$ cat config.mk
export PLATFORM = sky130hd
export DESIGN_NAME = param_seq_fsm
export DESIGN_NICKNAME = d
export VERILOG_FILES = /design/src/rtl/param_seq_fsm_pkg.sv /design/src/rtl/param_seq_fsm_dwell.sv /design/src/rtl/param_seq_fsm.sv
export SDC_FILE = /design/constraint.sdc
export NUM_CORES = 1
export LEC_CHECK = 0
export ABC_AREA = 1
export ABC_CLOCK_PERIOD_IN_PS = 1350
export CORE_MARGIN = 8
export CORE_UTILIZATION = 32
export CTS_BUF_LIST = sky130_fd_sc_hd__clkbuf_16
export DETAILED_ROUTE_END_ITERATION = 7
export MAX_ROUTING_LAYER = met4
export PLACE_DENSITY = 0.68
export SLEW_MARGIN = 20
export SYNTH_ARGS = -nofsm -noshare
export SYNTH_HDL_FRONTEND = slang
export SYNTH_SLANG_ARGS = --single-unit
export TNS_END_PERCENT = 100
$ cat constraint.sdc
create_clock -name clk -period 1.35 [get_ports clk]
set_clock_uncertainty 0.1 [all_clocks]
set_input_delay 0.27 -clock clk [delete_from_list [all_inputs] [get_ports clk]]
set_output_delay 0.27 -clock clk [all_outputs]
set_load 0.01 [all_outputs]
$ cat src/rtl/param_seq_fsm_pkg.sv
// param_seq_fsm_pkg: shared types and the step helper
// for the parametrised cyclic state sequencer.
package param_seq_fsm_pkg;

  typedef enum logic {
    DIR_UP   = 1'b0,
    DIR_DOWN = 1'b1
  } seq_dir_e;

  // Stepped index plus a flag set when the step wraps.
  typedef struct packed {
    logic        wrap;
    logic [31:0] idx;
  } seq_step_t;

  // One step around the ring of num_states indices.
  function automatic seq_step_t next_state(
    input logic [31:0] cur,
    input seq_dir_e    dir,
    input logic [31:0] num_states
  );
    seq_step_t r;
    r.wrap = 1'b0;
    r.idx  = cur;
    case (dir)
      DIR_UP: begin
        if (cur >= num_states - 32'd1) begin
          r.idx  = '0;
          r.wrap = 1'b1;
        end else begin
          r.idx = cur + 32'd1;
        end
      end
      default: begin
        if (cur == 32'd0) begin
          r.idx  = num_states - 32'd1;
          r.wrap = 1'b1;
        end else begin
          r.idx = cur - 32'd1;
        end
      end
    endcase
    return r;
  endfunction

endpackage

$ cat src/rtl/param_seq_fsm_dwell.sv
// seq_dwell_counter: counts extra hold cycles per state
// and flags the enabled cycle on which the state may step.
module seq_dwell_counter
  import param_seq_fsm_pkg::*;
#(
  parameter int unsigned DWELL_W = 4
) (
  input  logic               clk,
  input  logic               rst_n,
  input  logic               en,
  input  logic               clear,
  input  logic [DWELL_W-1:0] dwell,
  output logic               step
);

  logic [DWELL_W-1:0] cnt_q;
  logic [DWELL_W-1:0] cnt_d;
  logic               hit;

  // Live compare: lowering dwell mid-state steps at once.
  assign hit  = (cnt_q >= dwell);
  assign step = en & hit & ~clear;

  // Next count: clear wins, then step/increment, else hold.
  always_comb begin
    cnt_d = cnt_q;
    if (clear) begin
      cnt_d = '0;
    end else if (en) begin
      if (hit) begin
        cnt_d = '0;
      end else begin
        cnt_d = cnt_q + DWELL_W'(1);
      end
    end
  end

  // Count register.
  always_ff @(posedge clk or negedge rst_n) begin
    if (!rst_n) begin
      cnt_q <= '0;
    end else begin
      cnt_q <= cnt_d;
    end
  end

endmodule

$ cat src/rtl/param_seq_fsm.sv
// param_seq_fsm: cyclic up/down state sequencer with
// programmable dwell, load/jump and illegal-state recovery.
module param_seq_fsm
  import param_seq_fsm_pkg::*;
#(
  parameter int unsigned NUM_STATES  = 3,
  parameter int unsigned RESET_STATE = 0,
  parameter int unsigned DWELL_W     = 4,
  localparam int unsigned SW =
    (NUM_STATES > 2) ? $clog2(NUM_STATES) : 1
) (
  input  logic               clk,
  input  logic               rst_n,
  input  logic               en,
  input  logic               dir,
  input  logic [DWELL_W-1:0] dwell,
  input  logic               load,
  input  logic [SW-1:0]      load_state,
  input  logic               clr_err,
  output logic [SW-1:0]      state,
  output logic               wrap,
  output logic               err
);

  localparam logic [SW-1:0] RST_S = SW'(RESET_STATE);

  typedef enum logic [2:0] {
    ACT_HOLD,
    ACT_RECOVER,
    ACT_LOAD_OK,
    ACT_LOAD_BAD,
    ACT_STEP
  } act_e;

  logic [SW-1:0] state_q;
  logic [SW-1:0] state_d;
  logic          wrap_q;
  logic          wrap_d;
  logic          err_q;
  logic          err_d;

  logic          illegal;
  logic          load_bad;
  logic          step;
  logic          cnt_clr;
  seq_step_t     nx;
  act_e          act;
  logic          unused_nx;

  assign illegal  = (32'(state_q) >= NUM_STATES);
  assign load_bad = (32'(load_state) >= NUM_STATES);
  assign cnt_clr  = illegal | load;

  assign nx = next_state(
    32'(state_q),
    seq_dir_e'(dir),
    NUM_STATES
  );
  assign unused_nx = ^nx;

  seq_dwell_counter #(
    .DWELL_W (DWELL_W)
  ) u_dwell (
    .clk   (clk),
    .rst_n (rst_n),
    .en    (en),
    .clear (cnt_clr),
    .dwell (dwell),
    .step  (step)
  );

  // Resolve which action wins this cycle, by priority.
  always_comb begin
    act = ACT_HOLD;
    if (illegal) begin
      act = ACT_RECOVER;
    end else if (load) begin
      act = load_bad ? ACT_LOAD_BAD : ACT_LOAD_OK;
    end else if (step) begin
      act = ACT_STEP;
    end
  end

  // Next state, wrap strobe and sticky error.
  always_comb begin
    state_d = state_q;
    wrap_d  = 1'b0;
    err_d   = err_q & ~clr_err;
    unique case (act)
      ACT_RECOVER: begin
        state_d = RST_S;
        err_d   = 1'b1;
      end
      ACT_LOAD_OK: begin
        state_d = load_state;
      end
      ACT_LOAD_BAD: begin
        state_d = RST_S;
        err_d   = 1'b1;
      end
      ACT_STEP: begin
        state_d = nx.idx[SW-1:0];
        wrap_d  = nx.wrap;
      end
      default: ;
    endcase
  end

  // Output registers.
  always_ff @(posedge clk or negedge rst_n) begin
    if (!rst_n) begin
      state_q <= RST_S;
      wrap_q  <= 1'b0;
      err_q   <= 1'b0;
    end else begin
      state_q <= state_d;
      wrap_q  <= wrap_d;
      err_q   <= err_d;
    end
  end

  assign state = state_q;
  assign wrap  = wrap_q;
  assign err   = err_q;

endmodule

After elaboration in Yosys (flattened, before gate mapping) --
Index checks and enable logic that the tools add are counted.
Storage, ports and cells: register bits 8, input bits 12, output and inout port bits 4, word-level logic and storage cells 40
Cells by class: $add $sub $neg 3, $lt $le $gt $ge 4, equal/unequal tests 4, muxes and demuxes 15, bitwise gates (word level) 6, reduce and logical (&&, ||, !) cells 4
Operators by type and width (count):
- $mux W33 | 1
- $mux W32 | 1
- $mux W3 | 4
- $mux W4 | 3
- $eq A3 B2 Y1 const B | 2
- $ge A2 B2 Y1 const B | 3
- $pmux W2 S3 | 1
- $mux W1 | 5
- $add A4 B1 Y4 const B | 1
- $ge A4 B4 Y1 | 1
- $add A2 B1 Y3 const B | 1
- $and A1 B1 Y1 | 3
- $eq A3 B1 Y1 const B | 1
- $eq A3 B3 Y1 const B | 1
- $reduce_bool A3 Y1 | 1
- $sub A2 B1 Y3 const B | 1
- $logic_not A2 Y1 | 1
- $not A1 Y1 | 2
- $reduce_bool A2 Y1 | 1
- $reduce_or A2 Y1 | 1
- $or A1 B1 Y1 | 1

Longest topological paths before layout --
word-level depth 10, depth in mapped cells 10, mapped depth without buffers 10

Cells and area by module --
From an unflattened synthesis, not the netlist that was laid out.
Unflattened totals: cell total of the unflattened synthesis 89, area, all modules 639.4 um^2
Modules (own cells, without submodules):
- seq_dwell_counter | instances 1, cells each 45, area each 329.1 um^2, sequential area each 100.1 um^2
- param_seq_fsm | instances 1, cells each 44, area each 310.3 um^2, sequential area each 100.1 um^2

Least setup slack after synthesis --
Ideal clock, no wire load.
path kind reg2reg, from register state_q[0] (netlist: state[0]), to register state_q[1] (netlist: state[1]), setup time 0.125 ns, arrival time 1.149 ns, data required time 1.125 ns, slack -0.023 ns, stages on the path, launching flop included 8, buffers on the path 0, clock period less this slack 1.373 ns, cell sequence dfrtp_1 ha_1 nor2_4 nand2_4 clkinv_2 nand2_2 nand3_1 nand3_1
On the way: cells in the longest elaborated chain, start to end 10, elaborated cells between the ends (all ways) 21, those cells by class 2 x add/sub; 2 x order compare; 4 x eq/ne; 7 x mux; 3 x bitwise; 3 x reduce/logical
RTL lines:
- from (decl) | RTL line param_seq_fsm.sv:35 | logic [SW-1:0] state_q;
- from (signal assigned) | RTL line param_seq_fsm.sv:116 | state_q <= state_d;
- $ge A2 B2 Y1 | RTL line param_seq_fsm.sv:50 | assign illegal = (32'(state_q) >= NUM_STATES);
- $or A1 B1 Y1 | RTL line param_seq_fsm.sv:52 | assign cnt_clr = illegal | load;
- $not A1 Y1 | RTL line param_seq_fsm_dwell.sv:22 | assign step = en & hit & ~clear;
- $and A1 B1 Y1 | RTL line param_seq_fsm_dwell.sv:22
- $mux W3 | RTL line param_seq_fsm.sv:79 | end else if (step) begin
- $mux W3 | RTL line param_seq_fsm.sv:77 | end else if (load) begin
- $mux W3 | RTL line param_seq_fsm.sv:75 | if (illegal) begin
- $eq A3 B2 Y1 or $eq A3 B1 Y1 (tied branches) | RTL line param_seq_fsm.sv:89 | unique case (act)
- $reduce_or A2 Y1 (no line)
- $pmux W2 S3 or $reduce_bool A3 Y1 (tied branches)
Parallel ways exist; a longest one is shown, timed or not. A chain may end at the register's enable or synchronous reset.

Final worst setup path --
from register u_dwell.cnt_q[3], to register state_q[0] (netlist: state[0])
On the way: cells in the longest elaborated chain, start to end 9, elaborated cells between the ends (all ways) 13, those cells by class 1 x order compare; 4 x eq/ne; 4 x mux; 2 x bitwise; 2 x reduce/logical
RTL lines:
- from (decl) | RTL line param_seq_fsm_dwell.sv:16 | logic [DWELL_W-1:0] cnt_q;
- from (signal assigned) | RTL line param_seq_fsm_dwell.sv:43 | cnt_q <= cnt_d;
- $ge A4 B4 Y1 (*) | RTL line param_seq_fsm_dwell.sv:21 | assign hit = (cnt_q >= dwell);
- $and A1 B1 Y1 (*) (2 in a row) | RTL line param_seq_fsm_dwell.sv:22
- $mux W3 (*) | RTL line param_seq_fsm.sv:79
- $mux W3 (*) | RTL line param_seq_fsm.sv:77
- $mux W3 (*) | RTL line param_seq_fsm.sv:75
- $eq A3 B2 Y1 or $eq A3 B1 Y1 (tied branches) | RTL line param_seq_fsm.sv:89
- $reduce_or A2 Y1 (no line)
- $pmux W2 S3 or $reduce_bool A3 Y1 (tied branches)
Every way passes the cells marked *; elsewhere a longest branch is shown, timed or not.

==> run_results.csv <==
group,metric,value,unit
status,status,"finished, violations left",
status,violations,"negative setup slack",
timing,finalSetupViolCount,7,
logic_synthesis,avgSynthCellArea,8.124,um^2
timing,slew_headroom,0.7368,
logic_synthesis,synth_nets,96,
clock_network,cts.sinks,8,
timing,min_period,1.429,ns
logic_synthesis,synth_top_area_share,0.3285,
clock_network,clock_path_buffers,2,
global_route,antenna_found_initial,0,
placement,place_ws,-0.5040,ns
floorplan,die_h,59.64,um
flow_run,max-cap-violations,0,
power,ir_worst_vdd,0.0006269,V
critical_path,startpoint_type,"register",
finish,post-route-util,0.5929,
timing,fin_setup_tns,-0.2981,ns
global_route,grt_use_total,0.09702,
detailed_routing,first_pass_iters,3,
placement,dp_hpwl,1.155,mm
critical_path,endpoint_kind,"register",
floorplan,start_util,0.3454,
hold_path,hold_class,"primary input to asynchronous set/reset pin",
global_route,grt_pass1_vias,619,
detailed_routing,ant_nets,0,
critical_path,cp_data_required_time,1.36,ns
global_route,grt_overflow,0,
finish,layout_common_cells,"inv_1, buf_4, nand2_1",
logic_synthesis,syn_inst,75,
power,power.density,1025,mW/mm^2
critical_path,crit-reg2reg-capture,"state[0]",
logic_synthesis,synth_cell_types,18,
clock_network,postCtsHoldBufs,0,
detailed_routing,via_per_inst,4.641,
detailed_routing,finalWirelength,1.619,mm
clock_network,clk_pin_slew,0.04,ns
critical_path,crit_type,"register to register",
logic_synthesis,netlist_area,609.3,um^2
logic_synthesis,yosysWarningCount,0,
critical_path,ff2ff_setup_slack,-0.08,ns
timing,tightest_slew,0.3935,ns
critical_path,cp.arrival,1.44,ns
floorplan,core_area,0.001764,mm^2
timing,rsz0062_at_grt,"true",
clock_network,cts_root_buffer,"clkbuf_16",
timing,hold_viol,0,
clock_network,htreeDepth,1,
floorplan,dieArea,0.003556,mm^2
critical_path,r2r_start,"u_dwell.cnt_q[3]",
clock_network,clkLatencyLatePin,0.23,ns
logic_synthesis,synth-seq-cells,8,
timing,fin_crit_sh,1.058,
global_route,grt_max_degree,9,
placement,port_buffers,15,
critical_path,critPathMaxFanout,4,
floorplan,io_pins,16,
finish,area_growth,71.66,%
logic_synthesis,seq_area_frac_synth,0.3285,
floorplan,die_x,59.64,um
finish,fin_nets,125,
logic_synthesis,synth.area.top_cells,"dfrtp_1, ha_1, inv_1",
global_route,grt_pass1_wl,2.566,mm
clock_network,cts_tree,"built",
finish,drive_above_1_share,0.3689,
finish,final_cells,128,
placement,dp.cells,121,
timing,setup_slack,-0.07884,ns
power,leakage,0.5291,nW
timing,finalMaxSlewViolations,0,
critical_path,reg2reg_depth,6,
timing,fmax,0.6999,GHz
logic_synthesis,synth.largest_area_cell,"dfrtp_1",
clock_network,cts_made_buffers,3,
placement,finalWeightedCongestion,0.7608,
power,power,1.072,mW
detailed_routing,wire_per_inst,12.65,um
detailed_routing,route.detailed.drc,0,
detailed_routing,vias,594,
floorplan,core.rowCount,15,
detailed_routing,drt_iter0_drc,3,
finish,final_common_cell,"inv_1",
finish,antenna_cells,0,
[area by class of cell]
cell class | instances | area, um^2
Clock buffer | 3 | 75.07
Clock inverter | 1 | 3.754
Inverter | 15 | 57.56
Fill cell | 176 | 718.2
Timing Repair Buffer | 24 | 210.2
Tap cell | 25 | 31.28
Sequential cell | 8 | 202.7
Multi-Input combinational cell | 52 | 465.4
[timing repair]
item | CTS | global route
pin swaps | 11 | 10
gates resized for setup | 24 | 5
hold endpoints to repair | 0 | 0
setup buffers | 1 | 2
cloned | 0 | 0
endpoints found under the setup margin | 11 | 7
[registers in the layout (all words and copies together), names as in the netlist]
name           cells
err                1
state              2
u_dwell.cnt_q      4
wrap               1
[metrics by stage]
step	hold slack [ns]	instance area (um^2)
2_1_floorplan	-0.1256	626.9
3_3_place_gp	0.4380	853.3
3_5_place_dp	0.4462	853.3
4_1_cts	0.2443	1008
5_1_grt	0.2593	1046
6_report	0.2335	1046
[worst max-delay path by stage]
stage	start	endpoint	depth (start not counted)
finish	u_dwell.cnt_q[3]	state[0]	6
global route	u_dwell.cnt_q[3]	state[0]	6
CTS	u_dwell.cnt_q[1]	u_dwell.cnt_q[3]	8
detailed placement	dwell[3]	u_dwell.cnt_q[3]	8
global placement	dwell[1]	u_dwell.cnt_q[0]	10
floorplan	u_dwell.cnt_q[2]	u_dwell.cnt_q[0]	8
[critical path, stage by stage (launching register included)]
cell and delay (ns):
dfrtp_1 0.40, ha_4 0.30, nand4_1 0.16, nand3_4 0.16, nand2_4 0.07, nand3_2 0.06
nand3_2 0.05
[routing by layer]
metal / vias to the layer above / track usage / routed length (um)
met2: 14 / 0.1633 / 862
met1: 284 / 0.1047 / 684
li1: 296 / - / -
met3: 0 / 0.03254 / 72
met4: 0 / 0.03061 / 0
met5: - / - / 0
[synth_stat cells]
cell,count
nand2_2,1
inv_1,14
dfrtp_1,8
nor2_1,5
clkinv_2,1
nor3_1,1
nand3_1,10
nand2_4,1
nand4_1,3
nand3_2,1
ha_1,9
nand2_1,11
a21oi_1,2
o21ai_1,2
xor2_1,2
nor3_2,1
nor2_4,2
o211ai_1,1
[cell families after synthesis]
family,synth area share
AND/OR/NAND/NOR,0.3183
flip-flops,0.3285
XOR/XNOR,0.02875
buffers and inverters,0.09445
adder cells (fa/ha/maj),0.1848
AO/OA/AOI/OAI,0.04518
[report_power, final]
group          internal [mW]  switching, mW
Combinational          0.137          0.140
Clock                  0.386          0.118
Sequential             0.264         0.0276
No activity file was read; power rests on OpenSTA's default activity.
